===== config.mk =====
export PLATFORM = sky130hd
export DESIGN_NAME = seq_divider
export DESIGN_NICKNAME = d
export VERILOG_FILES = /design/src/rtl/seq_divider_pkg.sv /design/src/rtl/div_step.sv /design/src/rtl/seq_divider.sv
export SDC_FILE = /design/constraint.sdc
export NUM_CORES = 1
export LEC_CHECK = 0
export CAP_MARGIN = 20
export CELL_PAD_IN_SITES_DETAIL_PLACEMENT = 0
export CELL_PAD_IN_SITES_GLOBAL_PLACEMENT = 2
export CORE_AREA = 10 10 157 231
export DETAILED_ROUTE_END_ITERATION = 8
export DIE_AREA = 0 0 167 241
export GPL_ROUTABILITY_DRIVEN = 0
export PLACE_DENSITY_LB_ADDON = 0.1
export SLEW_MARGIN = 30
export SYNTH_ARGS = -nofsm -noshare
export SYNTH_HDL_FRONTEND = slang
export SYNTH_SLANG_ARGS = --single-unit

===== constraint.sdc =====
create_clock -name clock -period 4.6 [get_ports clock]
set_input_delay 1.15 -clock clock [delete_from_list [all_inputs] [get_ports clock]]
set_output_delay 1.15 -clock clock [all_outputs]
set_load 0.01 [all_outputs]

===== src/rtl/seq_divider_pkg.sv =====
// Shared divider definitions: FSM state encodings and the default operand width,
// used by the controller, the step datapath and anything decoding a debug state.
package seq_divider_pkg;

  localparam int unsigned DIV_WIDTH = 32;

  typedef enum logic [1:0] {
    S_IDLE = 2'd0,
    S_RUN  = 2'd1,
    S_FIX  = 2'd2,
    S_DONE = 2'd3
  } divState_e;

endpackage


===== src/rtl/div_step.sv =====
// One radix-2 restoring division step: shift in the next dividend bit and
// subtract the divisor if it fits. Purely combinational.
module div_step
  import seq_divider_pkg::*;
#(
  parameter int unsigned WIDTH = DIV_WIDTH
) (
  input  logic [WIDTH-1:0] prem,
  input  logic             dvdMsb,
  input  logic [WIDTH-1:0] dvs,
  output logic [WIDTH-1:0] nextPrem,
  output logic             qBit
);

  logic [WIDTH:0] shifted;
  logic [WIDTH:0] trial;

  // prem < dvs always holds, so the shifted value fits in WIDTH+1 bits
  assign shifted  = {prem, dvdMsb};
  assign trial    = shifted - {1'b0, dvs};
  assign qBit     = (shifted >= {1'b0, dvs});
  assign nextPrem = qBit ? trial[WIDTH-1:0] : shifted[WIDTH-1:0];

endmodule


===== src/rtl/seq_divider.sv =====
// Multicycle signed restoring divider answering the div_start/div_fim handshake:
// truncating quotient to LO, dividend-signed remainder to HI, zero-divisor flag.
module seq_divider
  import seq_divider_pkg::*;
#(
  parameter int unsigned WIDTH = DIV_WIDTH
) (
  input  logic             clock,
  input  logic             reset,
  input  logic             start,
  input  logic [WIDTH-1:0] dividend,
  input  logic [WIDTH-1:0] divisor,
  output logic [WIDTH-1:0] quotient,
  output logic [WIDTH-1:0] remainder,
  output logic             done,
  output logic             div_zero,
  output logic             busy
);

  localparam int unsigned CNT_W = $clog2(WIDTH) + 1;

  divState_e        state;
  divState_e        stateNext;
  logic [WIDTH-1:0] prem;
  logic [WIDTH-1:0] dvd;
  logic [WIDTH-1:0] dvs;
  logic [CNT_W-1:0] count;
  logic             signQ;
  logic             signR;
  logic [WIDTH-1:0] nextPrem;
  logic             qBit;
  logic [WIDTH-1:0] absDividend;
  logic [WIDTH-1:0] absDivisor;
  logic             lastStep;

  assign absDividend = dividend[WIDTH-1] ? -dividend : dividend;
  assign absDivisor  = divisor[WIDTH-1]  ? -divisor  : divisor;
  assign lastStep    = (count == CNT_W'(WIDTH - 1));

  div_step #(.WIDTH(WIDTH)) uStep (
    .prem     (prem),
    .dvdMsb   (dvd[WIDTH-1]),
    .dvs      (dvs),
    .nextPrem (nextPrem),
    .qBit     (qBit)
  );

  always_ff @(posedge clock) begin
    if (!reset) state <= S_IDLE;
    else        state <= stateNext;
  end

  always_comb begin
    stateNext = state;
    case (state)
      S_IDLE: if (start) stateNext = (divisor == '0) ? S_DONE : S_RUN;
      S_RUN:  if (lastStep) stateNext = S_FIX;
      S_FIX:  stateNext = S_DONE;
      S_DONE: stateNext = S_IDLE;
      default: stateNext = S_IDLE;
    endcase
  end

  // Datapath and registered outputs; done/busy are decoded from the next state
  always_ff @(posedge clock) begin
    if (!reset) begin
      prem      <= '0;
      dvd       <= '0;
      dvs       <= '0;
      count     <= '0;
      signQ     <= 1'b0;
      signR     <= 1'b0;
      quotient  <= '0;
      remainder <= '0;
      done      <= 1'b0;
      div_zero  <= 1'b0;
      busy      <= 1'b0;
    end else begin
      done <= (stateNext == S_DONE);
      busy <= (stateNext != S_IDLE);
      case (state)
        S_IDLE: begin
          if (start) begin
            if (divisor == '0) begin
              div_zero <= 1'b1;
            end else begin
              div_zero <= 1'b0;
              dvd      <= absDividend;
              dvs      <= absDivisor;
              signQ    <= dividend[WIDTH-1] ^ divisor[WIDTH-1];
              signR    <= dividend[WIDTH-1];
              prem     <= '0;
              count    <= '0;
            end
          end
        end
        S_RUN: begin
          prem  <= nextPrem;
          dvd   <= {dvd[WIDTH-2:0], qBit};
          count <= count + CNT_W'(1);
        end
        S_FIX: begin
          quotient  <= signQ ? -dvd : dvd;
          remainder <= signR ? -prem : prem;
        end
        default: ;
      endcase
    end
  end

endmodule


==> flow_metrics.env <==
export IMPL_drc=0
export IMPL_yosysTopAreaCell="dfxtp_1"
export IMPL_synth_top_family_by_area="compound AO/OA/AOI/OAI gates"
export IMPL_outcome="completed"
export IMPL_cts_max_level=4
export IMPL_layout_min_cycle_time_ns=4.07
export IMPL_dr_first_iter_drc_count=656
export IMPL_cts_inserted_buffers=17
export IMPL_relSlewSlack=0.460
export IMPL_worst_path_max_fanout=59
export IMPL_clock_latency_ns=0.45
export IMPL_fin_tns_setup_ns=0
export IMPL_track_usage=0.182
export IMPL_clock_path_buffers=2
export IMPL_dieArea_sq_um=40200
export IMPL_antenna_cells=0
export IMPL_areaGrowthSynthToFinish_pct=21.3
export IMPL_synth_compound_area_frac=0.270
export IMPL_grt_max_degree=121
export IMPL_cap_violations=0
export IMPL_crit_type="in -> reg"
export IMPL_synthTopCellsByArea="dfxtp_1 32%, xor2_1 6.3%, xnor2_1 5.1%"
export IMPL_min_period_over_period=0.885
export IMPL_firstDrtPassIters=9
export IMPL_power_total_mw=7.77
export IMPL_fp_row_count=80
export IMPL_tightest_slew_ns=0.799
export IMPL_cts_resized=0
export IMPL_yosysUniqueCellTypes=73
export IMPL_hpwl_microns=28800
export IMPL_synthArstFlopShare=0
export IMPL_synth_main_ff_cell="dfxtp_1"
export IMPL_arrival_ns=4.40
export IMPL_leakage_nw=4.87
export IMPL_synth_common_cells="173 x dfxtp_1, 128 x nor2_1, 112 x nand2_1"
export IMPL_hold_violations=0
export IMPL_start_util=0.337
export IMPL_synth_fa_ha_area_frac=0.0449
export IMPL_hp_class="reg -> reg"
export IMPL_yosys_area_top_type_share=0.322
export IMPL_fp_dieW_microns=167
export IMPL_cts_root_buffer="clkbuf_16"
export IMPL_io_pins=134
export IMPL_yosysWarnings=0
export IMPL_rsz0062_at_grt="no"
export IMPL_final_nets=1524
export IMPL_wl_microns=37600
export IMPL_synth_mux_area_frac=0.00279
export IMPL_io_buffers=133
export IMPL_synth_edf_count=0
export IMPL_ff2ff_path_depth=12
export IMPL_routed_via_count=10000
export IMPL_synth_fp_nets=1422
export IMPL_drv_slew=0
export IMPL_drtAntennaViolNets=0
export IMPL_grt_ovfl_total=0
export IMPL_synth_simple_area_share=0.194
export IMPL_grt_pass1_wl_microns=57900
export IMPL_synth_cells=1317
export IMPL_ctsHoldBuffers=0
export IMPL_grt_pass1_vias=10000
export IMPL_min_path_cells=2
export IMPL_cts_tree="done"
export IMPL_die_y_microns=241
export IMPL_vias_per_cell=5.44
export IMPL_postSynthAreaPerCell_sq_um=8.17
export IMPL_finClkSkew_ns=0.0115
export IMPL_cts_setup_buffers=0
export IMPL_core_sq_um=31900
export IMPL_powerDensity_nw_per_um2=595
export IMPL_fmax_mhz=246
export IMPL_required_ns=4.93
export IMPL_crit_path_end_kind="flip-flop"
export IMPL_syn_cell_area_sq_um=10800
export IMPL_start_kind="input pin"
export IMPL_yosysSeqAreaShare=0.322
export IMPL_cts_sinks=173
export IMPL_drive_gt1_frac=0.0670
export IMPL_ir_worst_vdd_uv=351
export IMPL_synth_xor_area_frac=0.114
export IMPL_synth_most_common_cell="dfxtp_1"
export IMPL_setup_violations_final=0
export IMPL_wl_per_cell_microns=20.4
export IMPL_synth_seq_cells=173
export IMPL_clk_pin_slew_worst_paths_ns=0.07
export IMPL_antenna_found_initial=0
[path summary, 6_finish.rpt]
kind	end	slack [ns]	from
max	dvd[25]	0.53	divisor[15]
min	dvs[11]	0.45	dvs[11]
max reg2reg	prem[24]	0.86	dvd[31]
min reg2reg	dvs[11]	0.45	dvs[11]
[area by class of cell]
cell class,count,area (sq um)
Clock buffer,20,447
Clock inverter,12,90.1
Fill cell,3328,18900
Inverter,54,205
Multi-Input combinational cell,1011,6750
Sequential cell,173,3460
Tap cell,410,513
Timing Repair Buffer,162,1590
[where the power goes]
part / leakage, nW / switching [mW] / total [mW] / internal, mW
logic: 3.21 / 2.65 / 4.42 / 1.77
clock network: 0.250 / 0.655 / 1.36 / 0.708
registers: 1.41 / 0.314 / 1.99 / 1.67
total: 4.87 / 3.62 / 7.77 / 4.15
[flip-flops by register name, summed over array words and instances (netlist names)]
| signal | cells |
|---|---|
| div_zero | 1 |
| dvd | 32 |
| prem | 32 |
| busy | 1 |
| signQ | 1 |
| count | 6 |
| quotient | 32 |
| dvs | 32 |
| signR | 1 |
| done | 1 |
| remainder | 32 |
| state | 2 |
[routing by layer]
layer / global-route usage / part of all wire / vias to the layer above
met1: 0.188 / 0.39 / 4744
met2: 0.345 / 0.53 / 196
met3: 0.0311 / 0.033 / 46
met5: 0 / 0 / -
li1: - / - / 5031
met4: 0.0915 / 0.042 / 0
[critical path, cell delays in order]
cell and delay (ns):
clkdlybuf4s50_1 0.48, or4_4 0.56, or3b_1 0.41, or4_4 0.52, or3b_4 0.42, and2_4 0.37
a222oi_1 0.39, nor2b_1 0.08
[cell usage in the layout (no fill, tap or decap), types with 5 or more instances in the layout]
cell type        synthesis  final
clkbuf_16                0     17
clkdlybuf4s50_1          0    131
a211oi_2                11     11
o21ai_0                 73     73
xnor2_1                 63     63
nand2_1                112    112
o31ai_1                 36     36
nand3_1                 15     15
nor2b_1                 30     28
nor2_1                 128    128
nand3b_1                 9      9
o211ai_1                 7      7
and2_1                   9      9
a21oi_1                 71     71
nor3_1                  20     20
a22oi_1                 18     18
nand2b_1                11     11
a221o_1                 14     14
a222oi_1                26     26
dfxtp_1                173    172
and3_1                  16     16
inv_1                   54     53
o41ai_1                 20     20
a211oi_1                66     66
xor2_1                  77     77
buf_4                    4     25
or4_1                   18     18
or2_2                    7      7
a21o_1                  19     19
ha_1                    37     37
or3_1                   18     18
nand4_1                  7      7
nor3b_1                  5      5
clkinvlp_4               0      5
a31oi_1                  9      9
nor4_1                   9      9
[through the flow]
| stage | hold WS (ns) | worst slack (ns) | instance area [sq um] | util | std cells |
|---|---|---|---|---|---|
| final | 0.453 | 0.530 | 13100 | 0.409 | 1842 |
| after detailed placement | 0.446 | 0.0866 | 12500 | 0.392 | 1810 |
| after global placement | 0.443 | 0.146 | 12500 | 0.392 | 1810 |
| after global routing | 0.484 | 0.400 | 13100 | 0.409 | 1842 |
| after floorplan | 0.432 | 0.800 | 10800 | - | 1317 |
| after CTS | 0.456 | 0.573 | 13100 | 0.409 | 1842 |
[cell families (layout without fill, tap and decap cells)]
family	count (synthesis)	in the layout
DFF	173	173
and+or+nand+nor	424	424
buffers and inverters	133	248
muxes	3	3
adders and majority gates	38	38
xor gates and xnor gates	140	140
AOI/OAI and AO/OA	406	406
Note: power is estimated with default switching activity, not from simulation.
